===== src/rtl/tone_player.sv =====
// Key-event driven solfege tone player (DO..SI) with minimum note hold time.
// Optional envelope decay PWM when TONE_PLAYER_DECAY_EN is defined.
module tone_player #(
  parameter int unsigned MIN_HOLD = 25000000,
  parameter int unsigned TEST_DIV = 1
`ifdef TONE_PLAYER_DECAY_EN
  ,
  parameter int unsigned DECAY_STEP  = 65536,
  parameter int unsigned DECAY_FLOOR = 32
`endif
) (
  input  logic       clk,
  input  logic       rst,
  input  logic       key_valid,
  input  logic [7:0] key_code,
  input  logic       key_released,
  output logic       AUD_PWM,
  output logic       AUD_SD,
  output logic       busy,
  output logic [2:0] note_id
);

  localparam int unsigned HALF_W = 18;
  localparam int unsigned HOLD_W = (MIN_HOLD < 2) ? 1 : $clog2(MIN_HOLD + 1);

  localparam logic [HALF_W-1:0] HALF_DO = HALF_W'(191113 / TEST_DIV);
  localparam logic [HALF_W-1:0] HALF_RE = HALF_W'(170262 / TEST_DIV);
  localparam logic [HALF_W-1:0] HALF_MI = HALF_W'(151686 / TEST_DIV);
  localparam logic [HALF_W-1:0] HALF_FA = HALF_W'(143172 / TEST_DIV);
  localparam logic [HALF_W-1:0] HALF_SO = HALF_W'(127551 / TEST_DIV);
  localparam logic [HALF_W-1:0] HALF_LA = HALF_W'(113636 / TEST_DIV);
  localparam logic [HALF_W-1:0] HALF_SI = HALF_W'(101239 / TEST_DIV);

  typedef enum logic {IDLE, PLAY} state_t;

  state_t              state, state_nx;
  logic [HALF_W-1:0]   half, half_nx;
  logic [HALF_W-1:0]   tone_cnt, tone_cnt_nx;
  logic                tone, tone_nx;
  logic [HOLD_W-1:0]   hold_cnt, hold_cnt_nx;
  logic                release_pending, release_pending_nx;
  logic [2:0]          note, note_nx;
  logic                pwm_nx, sd_nx;
  logic [2:0]          note_id_nx;

  logic                known;
  logic [2:0]          key_id;
  logic [HALF_W-1:0]   key_half;
  logic                accept;
  logic                hold_done;

`ifdef TONE_PLAYER_DECAY_EN
  localparam int unsigned STEP_W = (DECAY_STEP < 2) ? 1 : $clog2(DECAY_STEP);
  logic [7:0]        env, env_nx;
  logic [STEP_W-1:0] step_cnt, step_cnt_nx;
  logic [7:0]        pwm_cnt, pwm_cnt_nx;
`endif

  // Scancode to note number and half-period
  always_comb begin
    known    = 1'b1;
    key_id   = 3'd0;
    key_half = '0;
    case (key_code)
      8'h1A: begin key_id = 3'd1; key_half = HALF_DO; end
      8'h22: begin key_id = 3'd2; key_half = HALF_RE; end
      8'h21: begin key_id = 3'd3; key_half = HALF_MI; end
      8'h2A: begin key_id = 3'd4; key_half = HALF_FA; end
      8'h32: begin key_id = 3'd5; key_half = HALF_SO; end
      8'h31: begin key_id = 3'd6; key_half = HALF_LA; end
      8'h3A: begin key_id = 3'd7; key_half = HALF_SI; end
      default: known = 1'b0;
    endcase
  end

  assign accept    = key_valid && known;
  assign hold_done = (hold_cnt >= HOLD_W'(MIN_HOLD));

  // Next-state, datapath and output logic; an accepted key overrides any release
  always_comb begin
    state_nx           = state;
    half_nx            = half;
    tone_cnt_nx        = tone_cnt;
    tone_nx            = tone;
    hold_cnt_nx        = hold_cnt;
    release_pending_nx = release_pending;
    note_nx            = note;
`ifdef TONE_PLAYER_DECAY_EN
    env_nx      = env;
    step_cnt_nx = step_cnt;
    pwm_cnt_nx  = pwm_cnt + 8'd1;
`endif

    if (accept) begin
      state_nx           = PLAY;
      half_nx            = key_half;
      note_nx            = key_id;
      tone_cnt_nx        = '0;
      tone_nx            = 1'b1;
      hold_cnt_nx        = '0;
      release_pending_nx = 1'b0;
`ifdef TONE_PLAYER_DECAY_EN
      env_nx      = 8'd255;
      step_cnt_nx = '0;
`endif
    end else if (state == PLAY) begin
      if (tone_cnt == half - HALF_W'(1)) begin
        tone_cnt_nx = '0;
        tone_nx     = ~tone;
      end else begin
        tone_cnt_nx = tone_cnt + HALF_W'(1);
      end
      if (!hold_done) hold_cnt_nx = hold_cnt + HOLD_W'(1);
`ifdef TONE_PLAYER_DECAY_EN
      if (step_cnt == STEP_W'(DECAY_STEP - 1)) begin
        step_cnt_nx = '0;
        if (env > 8'(DECAY_FLOOR)) env_nx = env - 8'd1;
      end else begin
        step_cnt_nx = step_cnt + STEP_W'(1);
      end
`endif
      if ((key_released || release_pending) && hold_done) begin
        state_nx           = IDLE;
        release_pending_nx = 1'b0;
        tone_cnt_nx        = '0;
        tone_nx            = 1'b0;
        note_nx            = 3'd0;
      end else if (key_released) begin
        release_pending_nx = 1'b1;
      end
    end

    sd_nx      = (state_nx == PLAY);
    note_id_nx = sd_nx ? note_nx : 3'd0;
`ifdef TONE_PLAYER_DECAY_EN
    pwm_nx = sd_nx && tone_nx && (pwm_cnt_nx < env_nx);
`else
    pwm_nx = sd_nx && tone_nx;
`endif
  end

  // State and registered outputs
  always_ff @(posedge clk) begin
    if (rst) begin
      state           <= IDLE;
      half            <= '0;
      tone_cnt        <= '0;
      tone            <= 1'b0;
      hold_cnt        <= '0;
      release_pending <= 1'b0;
      note            <= 3'd0;
      AUD_PWM         <= 1'b0;
      AUD_SD          <= 1'b0;
      busy            <= 1'b0;
      note_id         <= 3'd0;
`ifdef TONE_PLAYER_DECAY_EN
      env      <= 8'd0;
      step_cnt <= '0;
      pwm_cnt  <= 8'd0;
`endif
    end else begin
      state           <= state_nx;
      half            <= half_nx;
      tone_cnt        <= tone_cnt_nx;
      tone            <= tone_nx;
      hold_cnt        <= hold_cnt_nx;
      release_pending <= release_pending_nx;
      note            <= note_nx;
      AUD_PWM         <= pwm_nx;
      AUD_SD          <= sd_nx;
      busy            <= sd_nx;
      note_id         <= note_id_nx;
`ifdef TONE_PLAYER_DECAY_EN
      env      <= env_nx;
      step_cnt <= step_cnt_nx;
      pwm_cnt  <= pwm_cnt_nx;
`endif
    end
  end

endmodule


===== config.mk =====
export PLATFORM = sky130hd
export DESIGN_NAME = tone_player
export DESIGN_NICKNAME = d
export VERILOG_FILES = /design/src/rtl/tone_player.sv
export SDC_FILE = /design/constraint.sdc
export NUM_CORES = 1
export LEC_CHECK = 0
export BUFFER_PORTS_ARGS = -buffer_cell sky130_fd_sc_hd__buf_2
export CAP_MARGIN = 0
export CORE_MARGIN = 8
export CORE_UTILIZATION = 50
export CTS_CLUSTER_SIZE = 24
export DETAILED_ROUTE_END_ITERATION = 12
export PLACE_DENSITY = 0.67
export SLEW_MARGIN = 25
export SYNTH_ARGS = -nofsm -noshare
export SYNTH_HDL_FRONTEND = slang
export SYNTH_SLANG_ARGS = --single-unit

===== constraint.sdc =====
create_clock -name clk -period 6.56 [get_ports clk]
set_clock_uncertainty 0.05 [all_clocks]
set_input_delay 0 -clock clk [delete_from_list [all_inputs] [get_ports clk]]
set_output_delay 0 -clock clk [all_outputs]
set_load 0.05 [all_outputs]

Word level (Yosys, flattened, before mapping)
Cells that the tools add are included.
{ "totals": {"register_bits": 71, "in_bits": 12, "output_inout_bits": 6} }
{ "op_classes": {"n_addsub": 3, "magnitude_cmp": 1, "n_eq_ne": 8, "muxes": 17, "bitwise": 3, "n_reduce_logical": 10} }
{ "ops": {"columns": ["operator", "n"], "rows": [
  ["$pmux 18 s7", 1],
  ["$eq 8x6->1 const B", 6],
  ["$mux 18", 2],
  ["$add 25x1->25 const B", 1],
  ["$ge 25x25->1 const B", 1],
  ["$pmux 3 s7", 1],
  ["$add 18x1->18 const B", 1],
  ["$eq 18x18->1", 1],
  ["$sub 18x1->18 const B", 1],
  ["$mux 1", 10],
  ["$mux 3", 3],
  ["$eq 8x5->1 const B", 1],
  ["$reduce_or 7->1", 1],
  ["$reduce_and 2->1", 2],
  ["$reduce_or 2->1", 2],
  ["$logic_and 1x1->1", 3],
  ["$not 1->1", 3],
  ["$reduce_bool 2->1", 1],
  ["$logic_or 1x1->1", 1]
]} }

Longest topological paths before layout
Gate-level depths: netlist of run 1.
{ "logic_depth": {"ltp_word": 7, "ltp_mapped": 11} }

Worst setup path before layout of run 1
OpenSTA, ideal clock, no wires.
{ "synth_path": {"kind": "register -> register", "startpoint": "register half[2]", "endpoint": "register tone_cnt[11]", "arrival_time_ps": 2671, "t_required_ps": 6388, "slack_ps": 3717, "stages_incl_launch_ff": 11, "n_path_buf": 2, "synth_period_minus_slack_ps": 2843, "path_cell_list": "dfxtp_1 > buf_6 > or4_4 > nor4_4 > mux2_2 > a21boi_0 > o2111ai_1 > nor4_4 > nor2_2 > buf_6 > a221o_1"} }
{ "synth_between": {"elab_chain_cells": 4} }
{ "synth_rtl": {"columns": ["item", "line", "rtl"], "rows": [
  ["from (decl)", "37", "logic [HALF_W-1:0] half, half_nx;"],
  ["from (signal assigned)", "163", "half <= half_nx;"],
  ["$sub 18x1->18", "107", "if (tone_cnt == half - HALF_W'(1)) begin"],
  ["$eq 18x18->1", "107", null],
  ["$mux 18", "107", null],
  ["$mux 18", "122", "if ((key_released || release_pending) && hold_done) begin"],
  ["to (signal assigned)", "164", "tone_cnt <= tone_cnt_nx;"],
  ["to (decl)", "38", "logic [HALF_W-1:0] tone_cnt, tone_cnt_nx;"]
]} }
Every way passes these cells.
A chain may end at the register's enable or synchronous reset.

Final worst setup path of run 1
{ "layout_path": {"startpoint": "register half[2]", "endpoint": "register tone_cnt[10]"} }
The elaborated chain is that of the path after synthesis.

==> impl_results.md, run 1 <==
- Status: finished clean
- CP max FO: 17
- PortBufs: 17
- Die X: 105 µm
- Post-DR vias/cell: between 5 and 6
- Maximum clock rate: about 280 MHz
- PwrDens: ~210 nW/µm²
- Post-synth EDFFs: 0
- Post-Syn Area: 3950 µm²
- Slowest stage delay, CP: 0.70 ns
- Startpoint Class: flop
- Die ar.: around 11,000 µm²
- Num ports: 18
- Root Driver: clkbuf_8
- Sequential fraction of the synthesis area: 0.355
- First-pass GRT wire length: 15.2 mm
- Largest net degree at the start of global routing: 35
- Comb power frac: 0.050
- Core Rows: 32
- Top post-synthesis cells by area: dfxtp_1 (35%), nor2_1 (6.5%), xnor2_1 (5.8%), xor2_1 (5.1%), nand3_1 (4.2%)
- Top cell by count, worst path: nor4_4
- Core Region: between 7000 and 8000 µm²
- Fillers: 741
- Crit path capture: tone_cnt[10]$_SDFFE_PP0P_
- Die Span Y: around 100 µm
- Final hold vios: 0
- Slew @ Worst Pin: roughly 0.88 ns
- Clock share of power: 0.478
- Reg power frac: 0.472
- Routed wl met3: approximately 270 µm
- Reg clk slew, reported paths: 0.08 ns
- VDD IR-drop max: approximately 110 µV
- Pre-antenna DRT Iters: 4
- Slowest cell on crit path: nor4_4
- Hold-fix buffers, CTS: 3
- Reg2reg setup slack: ~3 ns
- FF-to-FF path depth: 8
- Vias in the first global route: around 3.3k
- Worst R2R End: tone_cnt[10]$_SDFFE_PP0P_
- WS Path Type: flop to flop
- Crit. End Element: flop
- Final Slew Violations: 0
- Post-synth top flop: dfxtp_1
- Post-DP HPWL: roughly 6.3 mm
- Share of cells above drive strength 1: 0.0918
- Syn Nets: between 500 and 600
- Max_cap viols: 0
- Post-route cell area: ~4300 µm²
- Cells after Synth: between 400 and 500
- Clk sinks: 70
- Dpl ws: a little over 3 ns
- Hold_ws: between 0.02 and 0.03 ns
- Fin crit share: 0.536
- WL met2: ~3.9 mm
- Setup-failing EPs final: 0
- Max Root-Sink Buffers: 2
- DRC viols: 0
- Global Route Usage Sum: 0.163
- Antenna viol nets, final: 0
- Most frequent cells after synthesis: dfxtp_1 (70), nor2_1 (68), nand2_1 (35)
- Netlist cell types: 57
- R2r startpoint: half[2]$_SDFFE_PP0P_
- Vias: 3,471
- Num CTS Buffers: 9
- Initial Util: 0.514
- Pwr Total: between 0.0009 and 0.001 W
- CTS tree: done
- Post-layout net count: approximately 500
- CP Data Required Time: just under 7 ns
- Synthesized flop and latch total: 70
- Final RePlAce weighted congestion: ~0.82
- Resized cells post-CTS: 0
- Yosys warns: 0
- Min-delay worst type: primary input to flop
- Placement Cell Area: between 4000 and 5000 µm²
- Setup TNS: 0 ns
- Setup WS post-layout: ~3 ns
- CP startpoint: half[2]$_SDFFE_PP0P_
- GRT overflow: 0
- Share of the synthesized area in the top cell type: 0.355
- DR iter-0 viols: approximately 210
- Int Pwr: around 0.0007 W
- Worst-path cell chain: or4_4 > nor4_4 > mux2_2 > a21boi_0 > o2111ai_1 > nor4_4 > nor2_2 > a221o_1
- Setup repair after global routing missed its margin: no
- Leak: 1.58 nW
- ANT cells: 0
- H-tree depth: 3
- Total Wirelength: about 9 mm
- Avg WL per Cell: 14.7 µm
- WP data arrival: 3.70 ns
- Fin crit period: roughly 3.5 ns
- Area growth, synth to finish: 9.84%
- Synthesized area per cell: between 8 and 9 µm²
- Initial antenna violation count: 0
- Slew HR: 0.411
- Total net switching power: roughly 0.00021 W
- Switching part of the total: 0.228
- Leading area contributor after synthesis: dfxtp_1
- FFs w/ async S/R, synth: 0
- Most frequent cell after synthesis: dfxtp_1
- Max Used Layer: met4
- M1 WL: between 4 and 5 mm
- Postcts setup bufs: 0
- Worst skew pair latency: roughly 0.35 ns
==> cell usage in the layout, fill, tap and decap left out, drive strengths merged, types with 11 or more instances in the layout <==
cell,instances
xnor2,26
inv,11
nor3,22
xor2,23
buf,19
a21oi,27
nand2,35
nand3,33
nor2,69
o21ai,18
dfxtp,70
nand4,12
==> per-stage QoR <==
stage / instances / utilization
4_1_cts: 603 / 0.565
3_5_place_dp: 584 / 0.528
2_1_floorplan: 489 / -
5_1_grt: 603 / 0.565
3_3_place_gp: 584 / 0.528
6_report: 603 / 0.565
==> final cells by class <==
cell class | count | area, µm² | area share
flip-flops and latches | 70 | 1400 | 0.323
clock buffers | 9 | 124 | 0.0285
repair buffers | 22 | 130 | 0.0300
well taps | 102 | 128 | 0.0294
multi-input cells | 385 | 2400 | 0.553
inverters | 8 | 30.0 | 0.00692
clock inverters | 7 | 128 | 0.0294
==> how the worst min path moves through the flow <==
stage	start	slack [ns]	endpoint	cells past startpoint
2_1_floorplan	key_valid	0.12	half[17]$_SDFFE_PP0P_	2
4_1_cts	key_code[6]	0.01	half[17]$_SDFFE_PP0P_	4
6_report	key_code[6]	0.03	half[17]$_SDFFE_PP0P_	4
3_3_place_gp	key_valid	0.30	half[16]$_SDFFE_PP0P_	3
3_5_place_dp	key_valid	0.31	half[16]$_SDFFE_PP0P_	3
5_1_grt	rst	0.06	state$_SDFF_PP0_	2
==> cell families after synthesis <==
family	share of synthesized area
multiplexers	0.0104
AO/OA/AOI/OAI	0.150
AND/OR/NAND/NOR	0.325
adder cells (fa/ha/maj)	0.0127
flip-flops	0.355
XOR/XNOR	0.109
buffers and inverters	0.0380
==> critical path: cells and delay by family, from the launching register on <==
family             cells  cell delay, ns
DFF                    1            0.39
muxes                  1            0.36
and+or+nand+nor        4            1.81
AOI/OAI and AO/OA      3            0.80
==> power by group through the flow <==
stage	sequential (W)	clock, W	combinational (W)
final	0.000430	0.000435	0.0000454
after global routing	0.000431	0.000457	0.0000496
after CTS	0.000430	0.000444	0.0000451
after detailed placement	0.000440	0	0.0000437
after global placement	0.000440	0	0.0000426
after floorplan	0.000439	0	0.0000321
==> sequential cells by signal (all words and copies together) (netlist names) <==
signal,flops
half,17
note,3
hold_cnt,25
release_pending,1
AUD_PWM,1
tone,1
note_id,3
state,1
tone_cnt,18
==> metal layers <==
layer | up-vias | track usage
li1 | 1769 | -
met3 | 8 | 0.0283
met5 | - | 0
met1 | 1640 | 0.222
met2 | 54 | 0.246
met4 | 0 | 0.0683
(Power assumes the default switching activity.)
==> inputs of run 2 (changes only) <==
Settings changed: ABC_AREA set to 1.
Clock period 6.56 ns to 3.5 ns, I/O delays scaled along.
==> run 2 against run 1 <==
Net effect:
- non-clock buffer count did not move
- critical path depth rose by 5
- highest routed layer unchanged
- largest cell class unchanged
- final area rose by 13%
- clock-buffer cell count rose by 1
- area after synthesis rose by 15%
- synthesized cell count rose by 42%
==> impl_results.md, run 2 <==
- Hold-fix buffers, CTS: 4
- Die X: between 100 and 150 µm
- Switching part of the total: 0.256
- Reg power frac: 0.542
- Crit. End Element: flop
- Final hold vios: 0
- Most frequent cell after synthesis: nand2_1
- Pre-antenna DRT Iters: 5
- Setup TNS: 0 ns
- Comb power frac: 0.045
- Area growth, synth to finish: 7.60%
- Largest registers: hold_cnt (25), tone_cnt (18), half (17)
- Most frequent cells after synthesis: nand2_1 (181), inv_1 (73), nor2_1 (72)
- Resized cells post-CTS: 0
- Post-DP HPWL: slightly above 9 mm
- Slew @ Worst Pin: ~0.83 ns
- Dpl ws: around 0.85 ns
- WS Path Type: primary input to flop
- Max Root-Sink Buffers: 2
- Global Route Usage Sum: 0.186
- Top post-synthesis cells by area: dfxtp_1 (31%), nand2_1 (15%), inv_1 (6.0%), nor2_1 (6.0%), a21oi_1 (5.3%)
- Max reg flops: 25
- GRT overflow: 0
- Largest net degree at the start of global routing: 37
- Share of the synthesized area in the top cell type: 0.309
- Leading cell type in the layout, fill and taps excluded: nand2_1
- PwrDens: between 300 and 400 nW/µm²
- WP data arrival: roughly 2.9 ns
- Cells after Synth: ~690
- Vias: ~4.5k
- Clock share of power: 0.413
- Hold_sp: key_code[3]
- Setup-failing EPs final: 0
- Share of cells above drive strength 1: 0.115
- Startpoint Class: primary input
- ANT cells: 0
- Maximum clock rate: about 370 MHz
- Root Driver: clkbuf_8
- Post-synth EDFFs: 0
- Max Used Layer: met4
- Final Slew Violations: 0
- Num ports: 18
- Worst R2R End: hold_cnt[0]$_SDFFE_PP0P_
- H-tree depth: 3
- Max_cap viols: 0
- Largest Register: hold_cnt
- Hold path endpoint: half[12]$_SDFFE_PP0P_
- FF-to-FF path depth: 5
- Initial antenna violation count: 0
- Die ar.: between 10,000 and 15,000 µm²
- Most frequent cells in the layout: nand2_1 (181), inv_1 (73), nor2_1 (72), dfxtp_1 (70), a21oi_1 (48)
- Avg WL per Cell: about 14 µm
- Postcts setup bufs: 0
- First-pass GRT wire length: between 15 and 20 mm
- Leak: ~2.0 nW
- Syn Nets: between 700 and 800
- Yosys warns: 0
- Die Span Y: about 110 µm
- Fin crit period: around 2.7 ns
- Total Wirelength: 11.8 mm
- Setup WS post-layout: between 0.7 and 0.8 ns
- PortBufs: 17
- WL met2: about 5 mm
- Hold_ws: ~0.020 ns
- Post-DR vias/cell: 5.44
- Initial Util: 0.518
- Clk sinks: 70
- CP max FO: 36
- Reg2reg setup slack: slightly above 0.8 ns
- Total net switching power: roughly 0.00038 W
- Vias in the first global route: 4,078
- Final RePlAce weighted congestion: 0.968
- Leading area contributor after synthesis: dfxtp_1
- Fin crit share: 0.776
- Worst hold stages: 4
- Post-layout net count: around 730
- CTS tree: done
- Core Rows: 34
- DR iter-0 viols: ~370
- Antenna viol nets, final: 0
- Min-delay worst type: primary input to flop
- Slew HR: 0.447
- VDD IR-drop max: 259 µV
- Reg clk slew, reported paths: about 0.080 ns
- Netlist cell types: 45
- Core Region: roughly 8800 µm²
- Synthesized area per cell: approximately 6.6 µm²
- Int Pwr: 0.00110 W
- Routed wl met3: 777 µm
- Post-synth top flop: dfxtp_1
- Synthesized flop and latch total: 70
- M1 WL: 5.61 mm
- CP Data Required Time: 3.71 ns
- R2r startpoint: state$_SDFF_PP0_
- Sequential fraction of the synthesis area: 0.309
- Num CTS Buffers: 9
- DRC viols: 0
- Inst Count DP: between 800 and 900
- Cell Count, Final, Fillers Out: 823
- Status: finished clean
- Post-Syn Area: roughly 4500 µm²
- Worst skew pair latency: ~0.35 ns
- Setup repair after global routing missed its margin: no
- FFs w/ async S/R, synth: 0
[run 2: area by class of cell]
| cell class | instances | area, µm² |
|---|---|---|
| inverter | 82 | 309 |
| sequential | 70 | 1400 |
| tap | 108 | 135 |
| clock buffer | 10 | 138 |
| fill | 873 | 3880 |
| timing repair buffer | 22 | 133 |
| multi-input combinational | 525 | 2730 |
| clock inverter | 6 | 45.0 |
[run 2: power by group through the flow]
stage	Clock, W	Sequential [W]	Combinational [W]
finish	0.000608	0.000799	0.0000667
global route	0.000664	0.000800	0.0000746
CTS	0.000622	0.000799	0.0000664
detailed placement	0	0.000818	0.0000628
global placement	0	0.000818	0.0000614
floorplan	0	0.000818	0.0000468
[run 2: worst max path at each step]
stage                     start                         to  slack, ns
6_report            key_code[5]   hold_cnt[1]$_SDFFE_PP0P_       0.79
5_1_grt             key_code[5]   hold_cnt[1]$_SDFFE_PP0P_       0.51
4_1_cts             key_code[5]   hold_cnt[1]$_SDFFE_PP0P_       0.79
3_5_place_dp   state$_SDFF_PP0_   hold_cnt[0]$_SDFFE_PP0P_       0.85
3_3_place_gp   state$_SDFF_PP0_   hold_cnt[0]$_SDFFE_PP0P_       0.94
2_1_floorplan  state$_SDFF_PP0_  hold_cnt[12]$_SDFFE_PP0P_       1.57
[run 2: metal layers]
metal	vias up	GRT usage
met5	-	0
met4	0	0.0756
met3	23	0.0303
met2	142	0.280
met1	2027	0.258
li1	2285	-
[run 2: per-stage QoR]
stage                     utilization  area (µm²)  power (W)
after CTS                       0.558        4890    0.00149
after detailed placement        0.532        4660   0.000881
after global placement          0.532        4660   0.000879
after floorplan                     -        4540   0.000865
after global routing            0.558        4890    0.00154
final                           0.558        4890    0.00147
[run 2: cells by family after synthesis]
| group | share of synthesized area |
|---|---|
| buffers and inverters | 0.0912 |
| AO/OA/AOI/OAI | 0.109 |
| XOR/XNOR | 0.0675 |
| AND/OR/NAND/NOR | 0.413 |
| flip-flops | 0.309 |
| adder cells (fa/ha/maj) | 0.0110 |
[run 2: worst max-delay path, cell delays in order]
cell and delay (ns):
dlygate4sd3_1 0.53, buf_2 0.14, inv_1 0.12, nor2_2 0.07, nand2_1 0.09, nor2_2 0.06
nor2_2 0.17, nand2_2 0.08, nand2_2 0.10, nand2_4 0.11, nor2_2 0.65, inv_2 0.50
a211oi_1 0.28
